==> config.mk <==
export PLATFORM = sky130hd
export DESIGN_NAME = ahb_slave_if_gen
export DESIGN_NICKNAME = d
export VERILOG_FILES = /design/src/rtl/ahb_bridge_pkg.sv /design/src/rtl/ahb_addr_decoder.sv /design/src/rtl/ahb_slave_if_gen.sv
export SDC_FILE = /design/constraint.sdc
export NUM_CORES = 1
export LEC_CHECK = 0
export CAP_MARGIN = 10
export CORE_MARGIN = 2
export CORE_UTILIZATION = 30
export CTS_BUF_LIST = sky130_fd_sc_hd__clkbuf_16
export DETAILED_ROUTE_END_ITERATION = 8
export MAX_ROUTING_LAYER = met4
export SYNTH_ARGS = -nofsm -noshare
export SYNTH_HDL_FRONTEND = slang
export SYNTH_SLANG_ARGS = --single-unit
export TNS_END_PERCENT = 50
==> constraint.sdc <==
create_clock -name hclk -period 1.65 [get_ports hclk]
set_clock_uncertainty 0.05 [all_clocks]
set_input_delay 0.4125 -clock hclk [delete_from_list [all_inputs] [get_ports hclk]]
set_output_delay 0.4125 -clock hclk [all_outputs]
set_load 0.01 [all_outputs]
==> src/rtl/ahb_bridge_pkg.sv <==
// Shared AHB-Lite encodings and front-end state type for the AHB-to-APB bridge.
package ahb_bridge_pkg;

  localparam logic [1:0] HTRANS_IDLE   = 2'b00;
  localparam logic [1:0] HTRANS_BUSY   = 2'b01;
  localparam logic [1:0] HTRANS_NONSEQ = 2'b10;
  localparam logic [1:0] HTRANS_SEQ    = 2'b11;

  localparam logic [1:0] HRESP_OKAY  = 2'b00;
  localparam logic [1:0] HRESP_ERROR = 2'b01;

  typedef enum logic [2:0] {
    IDLE = 3'd0,
    WDAT = 3'd1,
    WAIT = 3'd2,
    ERR1 = 3'd3,
    ERR2 = 3'd4
  } state_e;

endpackage

==> src/rtl/ahb_addr_decoder.sv <==
// Combinational region decoder: maps haddr/hsize onto a hit flag and a one-hot select.
module ahb_addr_decoder #(
  parameter int          ADDR_W      = 32,
  parameter int          DATA_W      = 32,
  parameter int          NUM_SLV     = 3,
  parameter logic [31:0] BASE_ADDR   = 32'h8000_0000,
  parameter int          REGION_BITS = 26
) (
  input  logic [ADDR_W-1:0]  haddr,
  input  logic [2:0]         hsize,
  output logic               hit,
  output logic [NUM_SLV-1:0] sel
);

  localparam logic [ADDR_W-1:0] BASE     = ADDR_W'(BASE_ADDR);
  localparam logic [2:0]        MAX_SIZE = 3'($clog2(DATA_W / 8));

  logic [ADDR_W-1:0] off;
  logic [ADDR_W-1:0] idx;

  // Unsigned offset; addresses below BASE are rejected explicitly rather than wrapping.
  assign off = haddr - BASE;
  assign idx = off >> REGION_BITS;
  assign hit = (haddr >= BASE) && (idx < ADDR_W'(NUM_SLV)) && (hsize <= MAX_SIZE);

  always_comb begin
    sel = '0;
    for (int i = 0; i < NUM_SLV; i++) begin
      sel[i] = hit && (idx == ADDR_W'(i));
    end
  end

endmodule

==> src/rtl/ahb_slave_if_gen.sv <==
// AHB-Lite slave front end: decodes NUM_SLV regions, registers one request at a
// time for the APB back end, and produces wait states, ERROR and timeout responses.
module ahb_slave_if_gen
  import ahb_bridge_pkg::*;
#(
  parameter int          ADDR_W      = 32,
  parameter int          DATA_W      = 32,
  parameter int          NUM_SLV     = 3,
  parameter logic [31:0] BASE_ADDR   = 32'h8000_0000,
  parameter int          REGION_BITS = 26,
  parameter int          TIMEOUT_CYC = 16
) (
  input  logic               hclk,
  input  logic               hresetn,
  input  logic               hreadyin,
  input  logic [1:0]         htrans,
  input  logic               hwrite,
  input  logic [2:0]         hsize,
  input  logic [ADDR_W-1:0]  haddr,
  input  logic [DATA_W-1:0]  hwdata,
  output logic [DATA_W-1:0]  hrdata,
  output logic               hreadyout,
  output logic [1:0]         hresp,
  output logic               valid,
  output logic [NUM_SLV-1:0] selx,
  output logic [ADDR_W-1:0]  addr_q,
  output logic               write_q,
  output logic [2:0]         size_q,
  output logic [DATA_W-1:0]  wdata_q,
  input  logic [DATA_W-1:0]  rdata_in,
  input  logic               done_in
);

  localparam int                TO_W    = (TIMEOUT_CYC > 1) ? $clog2(TIMEOUT_CYC) : 1;
  localparam bit                TO_EN   = (TIMEOUT_CYC > 0);
  localparam logic [TO_W-1:0]   TO_LAST = TO_EN ? TO_W'(TIMEOUT_CYC - 1) : '0;

  state_e            state, state_nxt;
  logic [TO_W-1:0]   to_cnt;
  logic              trans_active;
  logic              accept;
  logic              dec_hit;
  logic [NUM_SLV-1:0] dec_sel;

  ahb_addr_decoder #(
    .ADDR_W      (ADDR_W),
    .DATA_W      (DATA_W),
    .NUM_SLV     (NUM_SLV),
    .BASE_ADDR   (BASE_ADDR),
    .REGION_BITS (REGION_BITS)
  ) u_dec (
    .haddr (haddr),
    .hsize (hsize),
    .hit   (dec_hit),
    .sel   (dec_sel)
  );

  assign trans_active = (htrans == HTRANS_NONSEQ) || (htrans == HTRANS_SEQ);
  assign accept       = hreadyin && trans_active && ((state == IDLE) || (state == ERR2));

  always_ff @(posedge hclk or negedge hresetn) begin
    if (!hresetn) state <= IDLE;
    else          state <= state_nxt;
  end

  always_comb begin
    state_nxt = state;
    hreadyout = 1'b0;
    hresp     = HRESP_OKAY;
    valid     = 1'b0;
    unique case (state)
      IDLE: begin
        hreadyout = 1'b1;
      end
      WDAT: begin
        state_nxt = WAIT;
      end
      WAIT: begin
        valid = 1'b1;
        // A completion in the terminal-count cycle takes priority over the timeout.
        if (done_in)                          state_nxt = IDLE;
        else if (TO_EN && (to_cnt == TO_LAST)) state_nxt = ERR1;
      end
      ERR1: begin
        hresp     = HRESP_ERROR;
        state_nxt = ERR2;
      end
      ERR2: begin
        hreadyout = 1'b1;
        hresp     = HRESP_ERROR;
        state_nxt = IDLE;
      end
      default: state_nxt = IDLE;
    endcase
    if (accept) begin
      if (!dec_hit)    state_nxt = ERR1;
      else if (hwrite) state_nxt = WDAT;
      else             state_nxt = WAIT;
    end
  end

  always_ff @(posedge hclk or negedge hresetn) begin
    if (!hresetn) begin
      to_cnt <= '0;
    end else if ((state == WAIT) && (state_nxt == WAIT)) begin
      to_cnt <= to_cnt + 1'b1;
    end else begin
      to_cnt <= '0;
    end
  end

  // Address phase capture: only hits update the request registers.
  always_ff @(posedge hclk or negedge hresetn) begin
    if (!hresetn) begin
      addr_q  <= '0;
      write_q <= 1'b0;
      size_q  <= '0;
      selx    <= '0;
    end else if (accept && dec_hit) begin
      addr_q  <= haddr;
      write_q <= hwrite;
      size_q  <= hsize;
      selx    <= dec_sel;
    end
  end

  // Data phase capture: write data in WDAT, read data on back-end completion.
  always_ff @(posedge hclk or negedge hresetn) begin
    if (!hresetn) begin
      wdata_q <= '0;
      hrdata  <= '0;
    end else begin
      if (state == WDAT) wdata_q <= hwdata;
      if ((state == WAIT) && done_in && !write_q) hrdata <= rdata_in;
    end
  end

endmodule

==> flow_results.xml, run 1 <==
<?xml version="1.0" encoding="UTF-8"?>
<metrics>
  <group name="power_and_ir_drop">
    <metric name="power.share.switching" unit="%">28.0</metric>
    <metric name="vdd.ir_drop.worst" unit="mV">0.543</metric>
    <metric name="power.net_switching" unit="mW">2.68</metric>
    <metric name="power_density" unit="nW/um^2">1350</metric>
    <metric name="leakage" unit="nW">3.47</metric>
    <metric name="internal_power" unit="mW">6.89</metric>
    <metric name="clockPowerShare" unit="%">23.5</metric>
    <metric name="seq_power_share" unit="%">41.7</metric>
    <metric name="combinationalPowerShare" unit="%">34.9</metric>
  </group>
  <group name="place">
    <metric name="dpl.cell_count" unit="">655</metric>
    <metric name="post-dp-hpwl" unit="mm">7.40</metric>
    <metric name="placement.io_buffers" unit="">210</metric>
    <metric name="place_congestion" unit="">0.703</metric>
  </group>
  <group name="route">
    <metric name="drt_wl_total" unit="mm">10.7</metric>
    <metric name="drcViolationCount" unit="">0</metric>
    <metric name="dr.first_iter.drc_count" unit="">105</metric>
    <metric name="avgViaCountPerCell" unit="">4.41</metric>
    <metric name="post_drt_wl_per_cell" unit="um">15.7</metric>
    <metric name="detailedRoute.firstPassIterationCount" unit="">4</metric>
    <metric name="route.antenna.remaining_nets" unit="">0</metric>
    <metric name="vias_after_detailed_routing" unit="">3013</metric>
  </group>
  <group name="timing">
    <metric name="finalSetupTns" unit="ns">-5.70</metric>
    <metric name="finalHoldViolCount" unit="">0</metric>
    <metric name="holdWs" unit="ns">0.0655</metric>
    <metric name="fin_crit" unit="ns">1.76</metric>
    <metric name="setup_repair_after_global_routing_missed_its_margin" unit="">true</metric>
    <metric name="max_slew.worst_pin.slew" unit="ns">0.608</metric>
    <metric name="layout_setup_ws" unit="ns">-0.111</metric>
    <metric name="max_clock_freq" unit="GHz">0.568</metric>
    <metric name="report.final.setup_viol" unit="">106</metric>
    <metric name="max-slew-margin-rel" unit="%">59.4</metric>
    <metric name="slew_violations" unit="">0</metric>
    <metric name="final_min_period_over_clock_period" unit="%">107</metric>
  </group>
  <group name="die">
    <metric name="top_level_ports" unit="">213</metric>
    <metric name="core_region_area" unit="sq um">13800</metric>
    <metric name="fp.dieH" unit="um">123</metric>
    <metric name="total_die_area" unit="sq um">15100</metric>
    <metric name="start_util" unit="%">30.6</metric>
    <metric name="fp.dieW" unit="um">123</metric>
    <metric name="row_count" unit="">43</metric>
  </group>
  <group name="cells_and_area">
    <metric name="areaGrowthSynthToFinish" unit="%">67.5</metric>
    <metric name="finish.net_count" unit="">605</metric>
    <metric name="antenna_cells" unit="">0</metric>
    <metric name="share_of_cells_above_drive_strength_1" unit="%">31.6</metric>
    <metric name="final.fill_count" unit="">1190</metric>
    <metric name="final-instance-count-excl-fill" unit="">683</metric>
    <metric name="final_core_util" unit="%">51.3</metric>
  </group>
  <group name="setup_path">
    <metric name="r2r-start" unit="">state[1]$_DFF_PN0_</metric>
    <metric name="cp-end-kind" unit="">flop</metric>
    <metric name="path_class" unit="">flop to flop</metric>
    <metric name="reg2reg_setup_slack" unit="ns">-0.11</metric>
    <metric name="critPathRequiredTime" unit="ns">1.83</metric>
    <metric name="worstPathMaxFanout" unit="">8</metric>
    <metric name="reg2regPathDepth" unit="">5</metric>
    <metric name="cp.arrival" unit="ns">1.94</metric>
    <metric name="r2r_end" unit="">addr_q[27]$_DFFE_PN0P_</metric>
    <metric name="critical_path.startpoint_type" unit="">flop</metric>
  </group>
  <group name="synthesis">
    <metric name="syn-num-nets" unit="">366</metric>
    <metric name="synth_cell_types" unit="">30</metric>
    <metric name="post_synth.cell_area_avg" unit="sq um">16.3</metric>
    <metric name="synth_cells" unit="">259</metric>
    <metric name="synth.largest_area_cell" unit="">dfrtp_1</metric>
    <metric name="synth_area" unit="sq um">4230</metric>
    <metric name="synth_async_sr_flop_share" unit="%">100</metric>
    <metric name="ys_ff_latch" unit="">110</metric>
    <metric name="synth_largest_type_area_fraction" unit="%">65.0</metric>
    <metric name="yosysWarnings" unit="">0</metric>
    <metric name="synth_most_common_cell" unit="">dfrtp_1</metric>
    <metric name="synth.yosys.seq_area_share" unit="%">65.0</metric>
    <metric name="synth_commonest_cells" unit="">dfrtp_1, mux2_2, buf_2</metric>
    <metric name="synth_flop_cell" unit="">dfrtp_1</metric>
    <metric name="synth_edf_count" unit="">0</metric>
    <metric name="post_synth_main_area_contributors" unit="">dfrtp_1, mux2_2, buf_6</metric>
  </group>
  <group name="clock_network">
    <metric name="tritoncts" unit="">done</metric>
    <metric name="clk_transition_reported_paths" unit="ns">0.07</metric>
    <metric name="clockBufferDepth" unit="">2</metric>
    <metric name="tritoncts.num_buffers" unit="">9</metric>
    <metric name="clock_insertion_delay_at_the_later_pin_of_the_skew_report" unit="ns">0.34</metric>
    <metric name="cell_at_the_root_of_the_clock_tree" unit="">clkbuf_16</metric>
    <metric name="htreeDepth" unit="">3</metric>
    <metric name="hold_fix_buffers_at_cts" unit="">0</metric>
    <metric name="cts_num_sinks" unit="">110</metric>
  </group>
  <group name="global_routing">
    <metric name="gr-usage-all-layers" unit="%">13.8</metric>
    <metric name="antenna_found_initial" unit="">0</metric>
    <metric name="first_pass_grt_wire_length" unit="mm">15.4</metric>
    <metric name="grt_start_max_net_pins" unit="">111</metric>
    <metric name="grt_remaining_overflow" unit="">0</metric>
    <metric name="grt_pass1_vias" unit="">3078</metric>
  </group>
  <group name="status">
    <metric name="run_status" unit="">finished with violations</metric>
    <metric name="failing_checks" unit="">setup timing</metric>
  </group>
  <group name="worst_hold_path">
    <metric name="min-delay-path-class" unit="">input pin to asynchronous set/reset pin</metric>
  </group>
  <group name="flow_run">
    <metric name="cap_viol_max_count" unit="">0</metric>
  </group>
</metrics>
-- layer usage --
metal  vias to the layer above  track usage (%)  wire, um
li1                       1390                -         -
met1                      1482             17.5      4770
met2                       126             20.7      4990
met3                        15             3.39       729
met4                         0             6.61       206
met5                         -                -         0
-- layout make-up --
| cell class | count | area, sq um | area share [%] |
|---|---|---|---|
| Tap cell | 180 | 225 | 3.18 |
| Inverter | 3 | 11.3 | 0.159 |
| Sequential cell | 110 | 2750 | 38.8 |
| Timing Repair Buffer | 240 | 2350 | 33.1 |
| Clock inverter | 7 | 80.1 | 1.13 |
| Multi-Input combinational cell | 134 | 1450 | 20.4 |
| Clock buffer | 9 | 225 | 3.18 |
-- what timing repair did --
item	4_1_cts	5_1_grt
resized for setup	121	21
endpoints found under the setup margin	141	107
buffers inserted	3	4
pin swaps	4	8
hold endpoints to repair	0	0
cloned	0	5
-- worst max path at each step --
stage | endpoint | startpoint | slack (ns) | cells after the start
after floorplan | addr_q[5]$_DFFE_PN0P_ | haddr[30] | 0.08 | 4
after global placement | addr_q[6]$_DFFE_PN0P_ | haddr[30] | -0.40 | 5
after detailed placement | addr_q[17]$_DFFE_PN0P_ | haddr[30] | -0.43 | 5
after CTS | valid | state[0]$_DFF_PN0_ | -0.11 | 3
after global routing | size_q[0]$_DFFE_PN0P_ | state[1]$_DFF_PN0_ | -0.15 | 5
final | addr_q[27]$_DFFE_PN0P_ | state[1]$_DFF_PN0_ | -0.11 | 5
-- cell usage in the layout (no fill, tap or decap), drive strengths merged, types with 2 or more instances in the layout --
cell,synthesis,final
buf,12,30
and2,4,4
inv,3,4
nand3,2,2
dlymetal6s2s,0,2
nor2,5,5
a21oi,2,2
clkdlybuf4s50,0,101
dfrtp,110,110
dlygate4sd2,0,103
nand2b,2,2
a211oi,3,3
clkinv,0,4
nand2,2,2
bufinv,0,2
mux2,97,97
nand4,2,2
nor3b,2,2
clkbuf,0,13
-- flip-flops by register name (all words and copies together) (netlist names) --
register and count:
wdata_q 32, selx 3, write_q 1, to_cnt 4, size_q 3, hrdata 32
state 3, addr_q 32
-- power groups by stage --
stage	Sequential, mW	Clock (mW)	Combinational (mW)
2_1_floorplan	4.49	0	1.01
3_3_place_gp	4.04	0	3.82
3_5_place_dp	4.09	0	3.85
4_1_cts	4.00	2.33	3.25
5_1_grt	4.10	2.44	3.61
6_report	3.98	2.25	3.34
-- metrics by stage --
stage,worst slack [ns],cell area (sq um),power (mW)
after detailed placement,-0.430,6660,7.94
after global routing,-0.149,7090,10.2
final,-0.111,7090,9.56
after floorplan,0.0799,4230,5.49
after global placement,-0.399,6660,7.87
after CTS,-0.106,6870,9.58
-- logic make-up after synthesis --
family | Yosys count | share of synthesized area (%)
multiplexers | 98 | 26.0
adder cells (fa/ha/maj) | 1 | 0.296
AO/OA/AOI/OAI | 8 | 1.33
AND/OR/NAND/NOR | 24 | 4.46
buffers and inverters | 15 | 2.34
flip-flops | 110 | 65.0
other | 1 | 0.0886
XOR/XNOR | 2 | 0.414
-- critical path, stage by stage (launching register included) --
cell,delay (ns)
dfrtp_2,0.43
buf_6,0.12
and4bb_4,0.35
nand4_4,0.20
clkbuf_16,0.24
mux2_2,0.26
Note: power is estimated with default switching activity, not from simulation.
==> inputs of run 2 (changes only) <==
- clock period: 1.65 -> 2.1 ns (I/O delays scaled with it)
==> flow_results.xml, run 2 (synthesized netlist as in run 1, its figures left out) <==
<?xml version="1.0" encoding="UTF-8"?>
<metrics>
  <group name="power_and_ir_drop">
    <metric name="p_total" unit="mW">7.99</metric>
    <metric name="vdd.ir_drop.worst" unit="mV">0.449</metric>
    <metric name="power_density" unit="nW/um^2">1150</metric>
    <metric name="leakage" unit="nW">3.04</metric>
  </group>
  <group name="die">
    <metric name="total_die_area" unit="sq um">15100</metric>
    <metric name="fp.dieH" unit="um">123</metric>
    <metric name="core_region_area" unit="sq um">13800</metric>
    <metric name="top_level_ports" unit="">213</metric>
    <metric name="row_count" unit="">43</metric>
    <metric name="start_util" unit="%">30.6</metric>
    <metric name="fp.dieW" unit="um">123</metric>
  </group>
  <group name="timing">
    <metric name="max_clock_freq" unit="GHz">0.493</metric>
    <metric name="fin_crit" unit="ns">2.03</metric>
    <metric name="holdWs" unit="ns">0.0697</metric>
    <metric name="final_min_period_over_clock_period" unit="%">96.6</metric>
    <metric name="layout_setup_ws" unit="ns">0.0712</metric>
    <metric name="report.final.setup_viol" unit="">0</metric>
    <metric name="finalHoldViolCount" unit="">0</metric>
    <metric name="slew_violations" unit="">0</metric>
    <metric name="finalSetupTns" unit="ns">0</metric>
    <metric name="setup_repair_after_global_routing_missed_its_margin" unit="">false</metric>
  </group>
  <group name="global_routing">
    <metric name="first_pass_grt_wire_length" unit="mm">15.4</metric>
    <metric name="grt_remaining_overflow" unit="">0</metric>
    <metric name="grt_start_max_net_pins" unit="">51</metric>
    <metric name="grt_pass1_vias" unit="">3041</metric>
    <metric name="antenna_found_initial" unit="">0</metric>
    <metric name="gr-usage-all-layers" unit="%">13.9</metric>
  </group>
  <group name="cells_and_area">
    <metric name="areaGrowthSynthToFinish" unit="%">64.1</metric>
    <metric name="commonest_cells_after_routing_fill_and_taps_aside" unit="">clkdlybuf4s50_1, dfrtp_1, mux2_2</metric>
    <metric name="antenna_cells" unit="">0</metric>
    <metric name="layout_commonest_cell" unit="">clkdlybuf4s50_1</metric>
    <metric name="final-instance-count-excl-fill" unit="">664</metric>
    <metric name="final.fill_count" unit="">1208</metric>
    <metric name="largest_registers" unit="">addr_q (32), hrdata (32), wdata_q (32)</metric>
    <metric name="share_of_cells_above_drive_strength_1" unit="%">25.8</metric>
    <metric name="finish.net_count" unit="">586</metric>
  </group>
  <group name="route">
    <metric name="post_drt_wl_per_cell" unit="um">15.3</metric>
    <metric name="drt_wl_total" unit="mm">10.1</metric>
    <metric name="dr.first_iter.drc_count" unit="">112</metric>
    <metric name="drcViolationCount" unit="">0</metric>
    <metric name="detailedRoute.firstPassIterationCount" unit="">4</metric>
    <metric name="vias_after_detailed_routing" unit="">2884</metric>
    <metric name="avgViaCountPerCell" unit="">4.34</metric>
    <metric name="route.antenna.remaining_nets" unit="">0</metric>
  </group>
  <group name="clock_network">
    <metric name="hold_fix_buffers_at_cts" unit="">0</metric>
    <metric name="clock_insertion_delay_at_the_later_pin_of_the_skew_report" unit="ns">0.34</metric>
    <metric name="tritoncts.num_buffers" unit="">9</metric>
    <metric name="htreeDepth" unit="">3</metric>
    <metric name="cts_num_sinks" unit="">110</metric>
    <metric name="tritoncts" unit="">done</metric>
    <metric name="clk_transition_reported_paths" unit="ns">0.07</metric>
    <metric name="cell_at_the_root_of_the_clock_tree" unit="">clkbuf_16</metric>
    <metric name="postCtsSetupBuffers" unit="">0</metric>
    <metric name="cts_repair_resize_count" unit="">3</metric>
    <metric name="clockBufferDepth" unit="">2</metric>
  </group>
  <group name="worst_hold_path">
    <metric name="min-delay-path-class" unit="">input pin to asynchronous set/reset pin</metric>
  </group>
  <group name="setup_path">
    <metric name="critPathRequiredTime" unit="ns">1.52</metric>
    <metric name="cp.arrival" unit="ns">1.45</metric>
    <metric name="critical_path.startpoint_type" unit="">flop</metric>
    <metric name="cp-end-kind" unit="">primary output</metric>
    <metric name="path_class" unit="">flop to primary output</metric>
    <metric name="worstPathMaxFanout" unit="">5</metric>
    <metric name="reg2regPathDepth" unit="">4</metric>
  </group>
  <group name="place">
    <metric name="post-dp-hpwl" unit="mm">7.71</metric>
    <metric name="placement.io_buffers" unit="">210</metric>
    <metric name="place_congestion" unit="">0.719</metric>
    <metric name="dpl.cell_count" unit="">648</metric>
    <metric name="placement.setup.worst_slack" unit="ns">-0.133</metric>
  </group>
  <group name="flow_run">
    <metric name="cap_viol_max_count" unit="">0</metric>
  </group>
  <group name="status">
    <metric name="run_status" unit="">finished clean</metric>
  </group>
</metrics>
-- run 2: cell types whose count changed in the layout (fill, tap and decap cells not counted), moves of 2 or more --
cell	delta
clkbuf_16	-4
a211oi_1	+3
dlygate4sd2_1	-100
and2_1	+4
buf_4	-9
mux2_1	+2
and2_4	-4
buf_6	-8
a211oi_2	-3
dlymetal6s2s_1	-2
clkdlybuf4s50_1	+105
mux2_4	-3
-- run 2: layer usage --
metal / vias to the layer above / routed length [um] / track usage (%)
met5: - / 0 / -
met4: 0 / 176 / 5.60
met3: 12 / 875 / 4.04
met2: 123 / 4780 / 21.4
met1: 1402 / 4320 / 17.0
li1: 1347 / - / -
-- run 2: worst paths after layout --
kind | start | endpoint | slack [ns]
max | state[2]$_DFF_PN0_ | hresp[0] | 0.07
min | hresetn | hrdata[15]$_DFFE_PN0P_ | 0.07
max reg2reg | state[1]$_DFF_PN0_ | size_q[1]$_DFFE_PN0P_ | 0.48
min reg2reg | to_cnt[0]$_DFF_PN0_ | to_cnt[0]$_DFF_PN0_ | 0.43
max in group asynchronous | hresetn | hrdata[0]$_DFFE_PN0P_ | 1.31
min in group hclk | to_cnt[0]$_DFF_PN0_ | to_cnt[0]$_DFF_PN0_ | 0.43
-- run 2: critical path, cell delays in order, from the launching register on --
cell and delay [ns]:
dfrtp_1 0.46, and3b_1 0.22, a21o_1 0.14, dlygate4sd2_1 0.29
-- run 2: metrics by stage --
stage                     cell area [sq um]  util, %
after floorplan                        4230        -
after global placement                 6620     47.9
after detailed placement               6620     47.9
after CTS                              6950     50.2
after global routing                   6950     50.2
final                                  6950     50.2
-- run 2: layout make-up --
class / instances / area, sq um / share of cell area (%)
tap: 180 / 225 / 3.24
sequential: 110 / 2750 / 39.6
clock inverter: 7 / 105 / 1.51
multi-input combinational: 134 / 1390 / 20.0
inverter: 3 / 11.3 / 0.162
clock buffer: 9 / 225 / 3.24
timing repair buffer: 221 / 2240 / 32.3
-- run 2: power breakdown --
group          switching (mW)  internal (mW)  total, mW
logic                    1.01           1.94       2.94
registers               0.346           2.82       3.17
clock network           0.727           1.15       1.88
total                    2.08           5.91       7.99
==> inputs of run 3 (changes only) <==
- CAP_MARGIN: 10 -> 15
==> results of run 3 <==
No change in the layout: final DEF, timing and power equal those of run 2.
